$ cat config.mk
export PLATFORM = sky130hd
export DESIGN_NAME = chacha_stream_ctrl_flat
export DESIGN_NICKNAME = d
export VERILOG_FILES = /design/src/rtl/chacha_pkg.sv /design/src/rtl/chacha_stream_ctrl_if.sv /design/src/rtl/chacha_stream_ctrl.sv /design/src/flat_wrapper.sv
export SDC_FILE = /design/constraint.sdc
export NUM_CORES = 1
export LEC_CHECK = 0
export CAP_MARGIN = 20
export CORE_UTILIZATION = 50
export CTS_CLUSTER_SIZE = 20
export DETAILED_ROUTE_END_ITERATION = 16
export HOLD_SLACK_MARGIN = 0.06
export PLACE_DENSITY_LB_ADDON = 0.15
export SLEW_MARGIN = 25
export SYNTH_ARGS = -nofsm -noshare
export SYNTH_HDL_FRONTEND = slang
export SYNTH_SLANG_ARGS = --single-unit
$ cat constraint.sdc
create_clock -name clk -period 3.1 [get_ports clk]
set_input_delay 0.62 -clock clk [delete_from_list [all_inputs] [get_ports clk]]
set_output_delay 0.62 -clock clk [all_outputs]
set_load 0.02 [all_outputs]
$ cat src/rtl/chacha_pkg.sv
// Register map and shared types for the chacha stream sequencer.
// Addresses match the chacha core's register bus.
package chacha_pkg;

    localparam logic [7:0] ADDR_CONTROL = 8'h0a;
    localparam logic [7:0] ADDR_STATUS  = 8'h0b;
    localparam logic [7:0] ADDR_KEYLEN  = 8'h0c;
    localparam logic [7:0] ADDR_ROUNDS  = 8'h0d;
    localparam logic [7:0] ADDR_KEY0    = 8'h30;
    localparam logic [7:0] ADDR_NONCE0  = 8'h38;
    localparam logic [7:0] ADDR_INPUT0  = 8'h50;
    localparam logic [7:0] ADDR_OUTPUT0 = 8'h70;

    localparam logic [31:0] CTRL_INIT = 32'h1;
    localparam logic [31:0] CTRL_NEXT = 32'h2;

    localparam int unsigned STATUS_READY_BIT = 0;

    typedef enum logic [2:0] {
        StIdle,
        StCfg,
        StLoad,
        StCtrl,
        StPoll,
        StRead,
        StDone
    } ctrl_state_e;

endpackage

$ cat src/rtl/chacha_stream_ctrl_if.sv
// Chacha register bus: one access per cycle, read_data is combinational from addr.
// The sequencer is the master; the chacha core (or a model of it) is the slave.
interface chacha_stream_ctrl_if;

    logic        cs;
    logic        we;
    logic [7:0]  addr;
    logic [31:0] write_data;
    logic [31:0] read_data;

    modport master (
        output cs,
        output we,
        output addr,
        output write_data,
        input  read_data
    );

    modport slave (
        input  cs,
        input  we,
        input  addr,
        input  write_data,
        output read_data
    );

endinterface

$ cat src/rtl/chacha_stream_ctrl.sv
// Sequencer that drives the chacha register bus from a word stream: configures the core,
// loads 16-word blocks (zero padded after s_last), kicks init/next, polls ready, streams output.
module chacha_stream_ctrl
    import chacha_pkg::*;
#(
    parameter int unsigned POLL_TIMEOUT = 4096,
    parameter int unsigned KEYLEN_VAL   = 1
) (
    input  logic                   clk,
    input  logic                   reset_n,
    input  logic                   start,
    input  logic [255:0]           key,
    input  logic [95:0]            nonce,
    input  logic [4:0]             rounds,
    input  logic                   s_valid,
    output logic                   s_ready,
    input  logic [31:0]            s_data,
    input  logic                   s_last,
    output logic                   m_valid,
    input  logic                   m_ready,
    output logic [31:0]            m_data,
    output logic                   m_last,
    output logic                   busy,
    output logic                   done,
    output logic                   err,
    chacha_stream_ctrl_if.master   bus
);

    localparam int unsigned PollW = $clog2(POLL_TIMEOUT + 1);
    localparam logic [PollW-1:0] PollLast = PollW'(POLL_TIMEOUT - 1);

    ctrl_state_e      state_q;
    logic [7:0][31:0] key_q;
    logic [2:0][31:0] nonce_q;
    logic [4:0]       rounds_q;
    logic [3:0]       cfg_idx_q;
    logic [3:0]       w_q;
    logic [3:0]       r_q;
    logic [3:0]       last_idx_q;
    logic             pad_q;
    logic             first_q;
    logic             ctrl_ph_q;
    logic [PollW-1:0] poll_q;
    logic             cs_q;
    logic             we_q;
    logic [7:0]       addr_q;
    logic [31:0]      wdata_q;

    logic [7:0]       cfg_addr;
    logic [31:0]      cfg_data;
    logic             rd_final;

    assign bus.cs         = cs_q;
    assign bus.we         = we_q;
    assign bus.addr       = addr_q;
    assign bus.write_data = wdata_q;

    // Config write table: key words, nonce words, rounds, keylen.
    always_comb begin
        cfg_addr = ADDR_KEY0 + {5'd0, cfg_idx_q[2:0]};
        cfg_data = key_q[3'd7 - cfg_idx_q[2:0]];
        if (cfg_idx_q == 4'd11) begin
            cfg_addr = ADDR_ROUNDS;
            cfg_data = {27'd0, rounds_q};
        end else if (cfg_idx_q == 4'd12) begin
            cfg_addr = ADDR_KEYLEN;
            cfg_data = 32'(KEYLEN_VAL);
        end else if (cfg_idx_q >= 4'd8) begin
            cfg_addr = ADDR_NONCE0 + {6'd0, cfg_idx_q[1:0]};
            cfg_data = nonce_q[2'd2 - cfg_idx_q[1:0]];
        end
    end

    // A short final block only returns the words that were actually supplied.
    assign rd_final = (r_q == (pad_q ? last_idx_q : 4'd15));

    always_ff @(posedge clk or negedge reset_n) begin
        if (!reset_n) begin
            state_q    <= StIdle;
            key_q      <= '0;
            nonce_q    <= '0;
            rounds_q   <= '0;
            cfg_idx_q  <= '0;
            w_q        <= '0;
            r_q        <= '0;
            last_idx_q <= '0;
            pad_q      <= 1'b0;
            first_q    <= 1'b1;
            ctrl_ph_q  <= 1'b0;
            poll_q     <= '0;
            cs_q       <= 1'b0;
            we_q       <= 1'b0;
            addr_q     <= '0;
            wdata_q    <= '0;
            s_ready    <= 1'b0;
            m_valid    <= 1'b0;
            m_data     <= '0;
            m_last     <= 1'b0;
            busy       <= 1'b0;
            done       <= 1'b0;
            err        <= 1'b0;
        end else begin
            cs_q <= 1'b0;
            we_q <= 1'b0;
            done <= 1'b0;
            unique case (state_q)
                StIdle: begin
                    if (start) begin
                        key_q     <= key;
                        nonce_q   <= nonce;
                        rounds_q  <= rounds;
                        err       <= 1'b0;
                        busy      <= 1'b1;
                        first_q   <= 1'b1;
                        cfg_idx_q <= '0;
                        state_q   <= StCfg;
                    end
                end
                StCfg: begin
                    cs_q    <= 1'b1;
                    we_q    <= 1'b1;
                    addr_q  <= cfg_addr;
                    wdata_q <= cfg_data;
                    if (cfg_idx_q == 4'd12) begin
                        w_q     <= '0;
                        pad_q   <= 1'b0;
                        s_ready <= 1'b1;
                        state_q <= StLoad;
                    end else begin
                        cfg_idx_q <= cfg_idx_q + 4'd1;
                    end
                end
                StLoad: begin
                    if (pad_q || (s_valid && s_ready)) begin
                        cs_q    <= 1'b1;
                        we_q    <= 1'b1;
                        addr_q  <= ADDR_INPUT0 + {4'd0, w_q};
                        wdata_q <= pad_q ? 32'd0 : s_data;
                        if (!pad_q && s_last) begin
                            pad_q      <= 1'b1;
                            last_idx_q <= w_q;
                            s_ready    <= 1'b0;
                        end
                        if (w_q == 4'd15) begin
                            s_ready   <= 1'b0;
                            ctrl_ph_q <= 1'b0;
                            state_q   <= StCtrl;
                        end else begin
                            w_q <= w_q + 4'd1;
                        end
                    end
                end
                StCtrl: begin
                    cs_q   <= 1'b1;
                    we_q   <= 1'b1;
                    addr_q <= ADDR_CONTROL;
                    if (!ctrl_ph_q) begin
                        wdata_q   <= first_q ? CTRL_INIT : CTRL_NEXT;
                        ctrl_ph_q <= 1'b1;
                    end else begin
                        wdata_q <= 32'd0;
                        first_q <= 1'b0;
                        poll_q  <= '0;
                        state_q <= StPoll;
                    end
                end
                StPoll: begin
                    cs_q   <= 1'b1;
                    addr_q <= ADDR_STATUS;
                    // Only a read access in flight carries a valid status word.
                    if (cs_q && !we_q) begin
                        if (bus.read_data[STATUS_READY_BIT]) begin
                            cs_q    <= 1'b0;
                            r_q     <= '0;
                            state_q <= StRead;
                        end else if (poll_q == PollLast) begin
                            cs_q    <= 1'b0;
                            err     <= 1'b1;
                            state_q <= StDone;
                        end else begin
                            poll_q <= poll_q + 1'b1;
                        end
                    end
                end
                StRead: begin
                    if (m_valid) begin
                        if (m_ready) begin
                            m_valid <= 1'b0;
                            m_last  <= 1'b0;
                            if (rd_final) begin
                                if (pad_q) begin
                                    state_q <= StDone;
                                end else begin
                                    w_q     <= '0;
                                    s_ready <= 1'b1;
                                    state_q <= StLoad;
                                end
                            end else begin
                                r_q    <= r_q + 4'd1;
                                cs_q   <= 1'b1;
                                addr_q <= ADDR_OUTPUT0 + {4'd0, r_q + 4'd1};
                            end
                        end
                    end else if (cs_q) begin
                        m_data  <= bus.read_data;
                        m_valid <= 1'b1;
                        m_last  <= pad_q && rd_final;
                    end else begin
                        cs_q   <= 1'b1;
                        addr_q <= ADDR_OUTPUT0 + {4'd0, r_q};
                    end
                end
                StDone: begin
                    done    <= 1'b1;
                    busy    <= 1'b0;
                    state_q <= StIdle;
                end
                default: state_q <= StIdle;
            endcase
        end
    end

endmodule
$ cat src/flat_wrapper.sv
// flat-port wrapper written by rule: the top's interface ports become plain ports
module chacha_stream_ctrl_flat import chacha_pkg::*;
#(
    parameter int unsigned POLL_TIMEOUT = 4096,
    parameter int unsigned KEYLEN_VAL   = 1
)
  (clk, reset_n, start, key, nonce, rounds, s_valid, s_ready, s_data, s_last, m_valid, m_ready, m_data, m_last, busy, done, err, bus_cs, bus_we, bus_addr, bus_write_data, bus_read_data);
  chacha_stream_ctrl_if bus_i ();
  input  logic clk;
  input  logic reset_n;
  input  logic start;
  input  logic [255:0] key;
  input  logic [95:0] nonce;
  input  logic [4:0] rounds;
  input  logic s_valid;
  output logic s_ready;
  input  logic [31:0] s_data;
  input  logic s_last;
  output logic m_valid;
  input  logic m_ready;
  output logic [31:0] m_data;
  output logic m_last;
  output logic busy;
  output logic done;
  output logic err;
  output wire logic [$bits(bus_i.cs)-1:0] bus_cs;
  output wire logic [$bits(bus_i.we)-1:0] bus_we;
  output wire logic [$bits(bus_i.addr)-1:0] bus_addr;
  output wire logic [$bits(bus_i.write_data)-1:0] bus_write_data;
  input wire logic [$bits(bus_i.read_data)-1:0] bus_read_data;
  assign bus_cs = bus_i.cs;
  assign bus_we = bus_i.we;
  assign bus_addr = bus_i.addr;
  assign bus_write_data = bus_i.write_data;
  assign bus_i.read_data = bus_read_data;
  chacha_stream_ctrl #(.POLL_TIMEOUT(POLL_TIMEOUT), .KEYLEN_VAL(KEYLEN_VAL)) u_core (.clk(clk), .reset_n(reset_n), .start(start), .key(key), .nonce(nonce), .rounds(rounds), .s_valid(s_valid), .s_ready(s_ready), .s_data(s_data), .s_last(s_last), .m_valid(m_valid), .m_ready(m_ready), .m_data(m_data), .m_last(m_last), .busy(busy), .done(done), .err(err), .bus(bus_i));
endmodule
==> metrics.csv, run 1 <==
stage;metric;value;unit
yosys;commonest cells in the netlist;dfrtp_1 (470), mux2_2 (403), a21oi_1 (81), nand2_1 (81), nor2_1 (70);
global_routing;Overall Global Routing Usage;0.294;
layout;post-route cell area;29400;um2
timing;Slew HR;0.471;
layout;Layout Nets;2559;
die;Ports;507;
detailed_routing;via count;15700;
clocking;clk slew on worst S/H paths;0.06;ns
pwr;NetSw;10800;uW
detailed_routing;vias per cell;5.68;
clocking;CTS buffer count;51;
clocking;maximum root-to-sink buffer count;3;
placement;Port Buffer Count;505;
timing;Finish-stage setup viols;0;
layout;share of layout cells above drive strength 1;0.296;
worst_setup_path;Reg2Reg Depth;8;
timing;setup TNS;0;ns
worst_setup_path;reg-to-reg slack, setup;0.41;ns
die;total die area;44100;um2
timing;Peak Freq;372;MHz
placement;DP Area;27700;um2
yosys;syn nets;2046;
yosys;number of flops mapped to enable cells by yosys;0;
pwr;P_int;19900;uW
pwr;Reg power frac;0.358;
worst_setup_path;crit path capture type;register;
hold_path;hold path startpoint;u_core.key_q[10]$_DFFE_PN0P_;
yosys;FFs w/ async S/R, synth;1.00;
yosys;post-synth top area cell;dfrtp_1;
timing;Slew Viols, Final;0;
timing;Tightest Pin Transition;0.790;ns
clocking;post-CTS sizing;0;
die;DIE WIDTH;210;um
detailed_routing;DRC violations left;0;
timing;Hold Slack;0.499;ns
detailed_routing;post-route ant nets;0;
detailed_routing;DR WL/cell;23.4;um
hold_path;Hold/Removal Path Class;reg -> reg;
placement;dpl hpwl;47.6;mm
pwr;Net Sw Frac;0.353;
worst_setup_path;crit path launch type;register;
clocking;H-tree depth;2;
timing;RSZ-0062 raised after global routing;false;
yosys;post-synthesis sequential area ratio;0.544;
yosys;#FFs+latches synth;471;
yosys;area share of the largest cell type after synthesis;0.543;
die;Die Y;210;um
layout;Layout area overhead;35.8;%
timing;Final Critical Period;2.69;ns
worst_setup_path;arrival time at the worst endpoint;3.20;ns
yosys;post-synth cell types;73;
hold_path;hold depth;1;
detailed_routing;DRT iter0 DRCs;1109;
layout;fin util;0.695;
yosys;Post-synth top flop;dfrtp_1;
timing;fin crit share;0.867;
timing;clk_skew;0.0245;ns
pwr;Clock Power Share;0.194;
clocking;clk_lat worst skew;0.60;ns
pwr;total power;30700;uW
yosys;YS warnings;0;
worst_setup_path;Crit Path Max Fanout;22;
pwr;Logic pwr share;0.447;
clocking;clk root buf;clkbuf_16;
pwr;VDD IR-drop max;0.630;mV
pwr;Pleak;0.0119;uW
worst_setup_path;worst r2r dst;u_core.bus.write_data[8]$_DFFE_PN0P_;
yosys;Post-Synthesis Cells;1614;
clocking;TritonCTS clock tree;done;
detailed_routing;Pre-Repair DR Iteration Count;5;
worst_setup_path;reg2reg start;u_core.cfg_idx_q[0]$_DFFE_PN0P_;
die;Initial Utilization;0.512;
global_routing;global-route wire length before repair;98.1;mm
flow_run;maxcap violations;0;
yosys;most common cell in the netlist;dfrtp_1;
worst_setup_path;Crit Path Class;reg -> reg;
global_routing;gr ovfl total;0;
yosys;Mapped Area;21600;um2
global_routing;initial antenna violation count;23;
outcome;status;complete, no violations;
die;row cnt;75;
hold_path;Hold Path Sink;u_core.key_q[10]$_DFFE_PN0P_;
timing;Final Hold Viols;0;
yosys;syn avg cell area;13.4;um2
global_routing;largest net degree at the start of global routing;78;
die;Core ar.;42300;um2
detailed_routing;Detailed Route WL;64.7;mm
global_routing;vias in the first global route;16600;
clocking;clock tree sinks;471;
worst_setup_path;CP Data Required Time;3.61;ns
yosys;Synth area leaders;dfrtp_1 (54%), mux2_2 (21%), mux4_2 (6.7%), mux2i_1 (2.8%), a21oi_1 (1.9%);
placement;routability cong.;0.948;
pwr;Pwr Density;1040;nW/um2
## power groups by stage
stage / clock, uW / sequential, uW / combinational (uW)
after floorplan: 0 / 11000 / 8660
after detailed placement: 0 / 11100 / 13700
final: 5970 / 11000 / 13700
after CTS: 6100 / 11000 / 13800
after global routing: 6330 / 11400 / 14700
after global placement: 0 / 10900 / 13300
## cell usage in the layout, fill, tap and decap left out, types with 6 or more instances in the layout
| cell type | count |
|---|---|
| o22ai_1 | 28 |
| clkbuf_1 | 16 |
| a21oi_1 | 81 |
| clkdlybuf4s50_1 | 504 |
| diode_2 | 16 |
| o21ai_0 | 56 |
| and3_1 | 6 |
| dfrtp_1 | 466 |
| inv_1 | 17 |
| o31ai_1 | 8 |
| nor3_1 | 8 |
| clkinv_2 | 11 |
| buf_12 | 21 |
| mux2_2 | 403 |
| nor2_1 | 70 |
| clkbuf_16 | 51 |
| nand4_1 | 14 |
| clkbuf_8 | 12 |
| buf_4 | 46 |
| mux2i_1 | 60 |
| nand3_1 | 22 |
| mux4_2 | 64 |
| nand2_1 | 81 |
## registers in the layout (all words and copies together), names as in the netlist, 3 cells and up
name,count
u_core.cfg_idx_q,4
u_core.nonce_q,96
u_core.r_q,4
u_core.m_data,32
u_core.poll_q,13
u_core.last_idx_q,4
u_core.bus.write_data,32
u_core.rounds_q,5
u_core.w_q,4
u_core.key_q,256
u_core.bus.addr,7
u_core.state_q,3
## through the flow
stage	std cells	setup WS (ns)
after CTS	2746	0.432
after global placement	2650	0.359
after floorplan	1614	0.242
after global routing	2759	0.349
after detailed placement	2650	0.324
final	2762	0.411
## how the worst max path moves through the flow
stage / startpoint / slack [ns] / endpoint / cells past startpoint
after floorplan: u_core.cfg_idx_q[0]$_DFFE_PN0P_ / 0.24 / u_core.bus.write_data[0]$_DFFE_PN0P_ / 11
after global placement: start / 0.36 / u_core.nonce_q[36]$_DFFE_PN0P_ / 6
after detailed placement: start / 0.32 / u_core.nonce_q[29]$_DFFE_PN0P_ / 6
after CTS: u_core.m_valid$_DFFE_PN0P_ / 0.43 / m_valid / 1
after global routing: u_core.cfg_idx_q[0]$_DFFE_PN0P_ / 0.35 / u_core.bus.write_data[7]$_DFFE_PN0P_ / 8
final: u_core.cfg_idx_q[0]$_DFFE_PN0P_ / 0.41 / u_core.bus.write_data[8]$_DFFE_PN0P_ / 8
## worst max-delay path: stages (launching register included)
cell and delay, ns:
dfrtp_4 0.51, inv_1 0.26, ha_2 0.23, buf_4 0.26, buf_4 0.44, mux2i_1 0.13, o21ai_0 0.41, a21oi_1 0.13
o22ai_1 0.18
## repair_timing
action,in CTS,in global routing
buffers inserted,0,0
endpoints found under the hold margin,26,0
hold buffers,1,0
## routing by layer
layer / wire [um] / GRT usage / vias up / part of all wire
li1: - / - / 6969 / -
met1: 26300 / 0.377 / 7989 / 0.41
met2: 31200 / 0.476 / 583 / 0.48
met3: 5070 / 0.0846 / 135 / 0.078
met4: 1990 / 0.103 / 18 / 0.031
met5: 117 / 0 / - / 0.0018
## cells by family (layout without fill, tap and decap cells)
group | count (synthesis) | count (layout) | share of synthesized area
flip-flops | 471 | 471 | 0.544
buffers and inverters | 132 | 687 | 0.0268
adder cells (fa/ha/maj) | 5 | 5 | 0.00289
XOR/XNOR | 9 | 9 | 0.00364
AO/OA/AOI/OAI | 221 | 221 | 0.0626
multiplexers | 527 | 527 | 0.304
other | 1 | 17 | 0.000173
AND/OR/NAND/NOR | 248 | 248 | 0.0554
## cell type report
type,count,area (um2)
Inverter,19,71.3
Multi-Input combinational cell,1011,9300
Sequential cell,471,11800
Fill cell,3093,12900
Antenna cell,16,40.0
Tap cell,577,722
Clock buffer,79,1500
Clock inverter,16,141
Timing Repair Buffer,573,5840
Power figures use the tool's default switching activity.
==> run 2, diff against run 1 <==
- ABC_AREA: not set -> 1
- MAX_ROUTING_LAYER: not set -> met4
==> run 2 against run 1 <==
  * Maximum frequency grew 1.1%
  * Setup slack better by 0.028 ns
  * Sequential share of layout area rose by 0.19 points
  * First-iteration DRC count increased by 76%
  * Flip-flop and latch count is the same
  * Combinational power about the same
  * Routed wire length is 20% higher
  * Critical path type unchanged
==> metrics.csv, run 2 <==
stage;metric;value;unit
layout;Largest register FFs;256;
layout;Layout Nets;3689;
die;Initial Utilization;0.509;
layout;FF+latch area;11800;um2
hold_path;Hold/Removal Path Class;reg -> reg;
detailed_routing;post-route ant nets;0;
detailed_routing;vias per cell;5.48;
clocking;clk_lat worst skew;0.60;ns
detailed_routing;DRC violations left;0;
clocking;maximum root-to-sink buffer count;3;
layout;area of the multi-input gates;9010;um2
timing;Final Hold Viols;0;
yosys;Post-synth top flop;dfrtp_1;
die;total die area;45000;um2
clocking;H-tree depth;2;
global_routing;largest net degree at the start of global routing;175;
global_routing;Overall Global Routing Usage;0.356;
detailed_routing;DRT iter0 DRCs;1953;
detailed_routing;via count;21300;
worst_setup_path;reg-to-reg slack, setup;0.44;ns
placement;routability cong.;0.968;
layout;Regs by FF count;u_core.key_q (256), u_core.nonce_q (96);
yosys;YS warnings;0;
timing;Peak Freq;376;MHz
die;Ports;507;
die;Core ar.;43400;um2
clocking;clk root buf;clkbuf_16;
worst_setup_path;crit path capture type;register;
pwr;Pleak;0.0140;uW
clocking;clock tree sinks;471;
clocking;TritonCTS clock tree;done;
layout;FILL cells;3697;
pwr;Pwr Density;1030;nW/um2
timing;Slew Viols, Final;0;
clocking;Setup Fix Bufs, Post-CTS;0;
clocking;CTS buffer count;50;
worst_setup_path;Crit Path Class;reg -> reg;
placement;Port Buffer Count;505;
placement;dpl hpwl;55.5;mm
worst_setup_path;Crit Path Max Fanout;35;
hold_path;hold depth;2;
pwr;total power;30000;uW
timing;fin crit share;0.858;
die;DIE WIDTH;212;um
yosys;area share of the largest cell type after synthesis;0.533;
yosys;post-synthesis sequential area ratio;0.534;
global_routing;initial antenna violation count;11;
layout;Layout Cells excl Fill;3890;
yosys;most common cell in the netlist;nand2_1;
worst_setup_path;Worst Setup EP;u_core.bus.write_data[8]$_DFFE_PN0P_;
yosys;#FFs+latches synth;471;
die;row cnt;76;
timing;setup TNS;0;ns
timing;Final Critical Period;2.66;ns
yosys;syn avg cell area;7.81;um2
worst_setup_path;worst r2r dst;u_core.bus.write_data[8]$_DFFE_PN0P_;
worst_setup_path;crit path launch type;register;
worst_setup_path;reg2reg start;u_core.cfg_idx_q[0]$_DFFE_PN0P_;
yosys;Synth area leaders;dfrtp_1 (53%), nand2_1 (21%), o21ai_0 (5.4%), a21oi_1 (3.2%), nor2_1 (2.8%);
clocking;hold_buf cts;1;
yosys;post-synth top area cell;dfrtp_1;
yosys;FFs w/ async S/R, synth;1.00;
worst_setup_path;arrival time at the worst endpoint;3.19;ns
detailed_routing;Detailed Route WL;77.5;mm
placement;placed insts;3789;
worst_setup_path;Reg2Reg Depth;8;
layout;largest reg by FF count;u_core.key_q;
yosys;number of flops mapped to enable cells by yosys;0;
detailed_routing;Pre-Repair DR Iteration Count;6;
timing;clk_skew;0.0161;ns
timing;Slew HR;0.423;
pwr;VDD IR-drop max;0.663;mV
worst_setup_path;CP Data Required Time;3.63;ns
die;Die Y;212;um
clocking;clk slew on worst S/H paths;0.07;ns
global_routing;vias in the first global route;20700;
layout;share of layout cells above drive strength 1;0.0516;
worst_setup_path;Critical Path Source;u_core.cfg_idx_q[0]$_DFFE_PN0P_;
flow_run;maxcap violations;0;
layout;most frequent cells in the layout;nand2_1 (1247), clkdlybuf4s50_1 (504), dfrtp_1 (468);
detailed_routing;DR WL/cell;19.9;um
yosys;Post-Synthesis Cells;2828;
global_routing;global-route wire length before repair;117;mm
global_routing;gr ovfl total;0;
layout;Layout area overhead;32.5;%
timing;Finish-stage setup viols;0;
yosys;post-synth cell types;40;
timing;Tightest Pin Transition;0.865;ns
yosys;Mapped Area;22100;um2
layout;most common cell after layout, fill and taps aside;nand2_1;
yosys;syn nets;3260;
clocking;post-CTS sizing;0;
yosys;commonest cells in the netlist;nand2_1 (1247), dfrtp_1 (470), o21ai_0 (238);
outcome;status;complete, no violations;
timing;RSZ-0062 raised after global routing;false;
[run 2: changes by cell type after synthesis, moves of 28 or more]
cell and change:
nand2_1 +1166, mux2_2 -403, o21ai_0 +182, inv_1 +104, nor2_1 +97, mux4_2 -64, a21oi_1 +60, mux2i_1 -60
nand3_1 +44, o211ai_1 +44, buf_2 +33, clkbuf_1 +28
[run 2: layer usage]
layer	share of wire	vias to the layer above	global-route usage
met5	0	-	-
met4	0.058	0	0.208
met3	0.069	202	0.0601
met1	0.40	10300	0.437
li1	-	9895	-
met2	0.48	930	0.556
[run 2: final cells by class]
cell class	instances	area share
clock inverters	14	0.00402
repair buffers	550	0.192
multi-input cells	2051	0.308
clock buffers	75	0.0498
inverters	133	0.0176
flip-flops and latches	471	0.403
well taps	585	0.0250
diodes	11	0.000941
[run 2: per-stage QoR]
stage	instance area, um2	util	hold WS [ns]	setup WS [ns]
after global placement	27700	0.638	0.448	0.526
after CTS	29200	0.674	0.468	0.486
after detailed placement	27700	0.638	0.453	0.545
final	29300	0.675	0.465	0.440
after global routing	29300	0.675	0.479	0.361
after floorplan	22100	-	0.324	0.674
[run 2: critical path, stage by stage, from the launching register on]
cell and delay [ns]:
dfrtp_4 0.72, inv_6 0.05, ha_1 0.34, buf_4 0.26, o21ai_0 0.12, o21ai_0 0.68, nand2_1 0.08, nand3b_1 0.18
a21oi_1 0.14
[run 2: kinds of logic after synthesis]
family,after synthesis,synth area share
xor gates and xnor gates,8,0.00317
AOI/OAI and AO/OA,479,0.120
DFF,471,0.534
adders and majority gates,5,0.00283
and+or+nand+nor,1558,0.280
other,1,0.000170
buffers and inverters,306,0.0595
[run 2: where the power goes]
group          switching [uW]  leakage [uW]  total (uW)  internal (uW)
logic                    8650       0.00752       13400           4700
clock network            2510      0.000767        5840           3330
registers                1790       0.00575       10800           9030
[run 2: worst min path at each step]
stage | startpoint | end | slack, ns
CTS | u_core.key_q[14]$_DFFE_PN0P_ | u_core.key_q[14]$_DFFE_PN0P_ | 0.47
floorplan | reset_n | u_core.bus.addr[0]$_DFFE_PN0P_ | 0.32
global route | u_core.key_q[211]$_DFFE_PN0P_ | u_core.key_q[211]$_DFFE_PN0P_ | 0.48
detailed placement | u_core.nonce_q[10]$_DFFE_PN0P_ | u_core.nonce_q[10]$_DFFE_PN0P_ | 0.45
global placement | u_core.key_q[22]$_DFFE_PN0P_ | u_core.key_q[22]$_DFFE_PN0P_ | 0.45
finish | u_core.key_q[215]$_DFFE_PN0P_ | u_core.key_q[215]$_DFFE_PN0P_ | 0.47
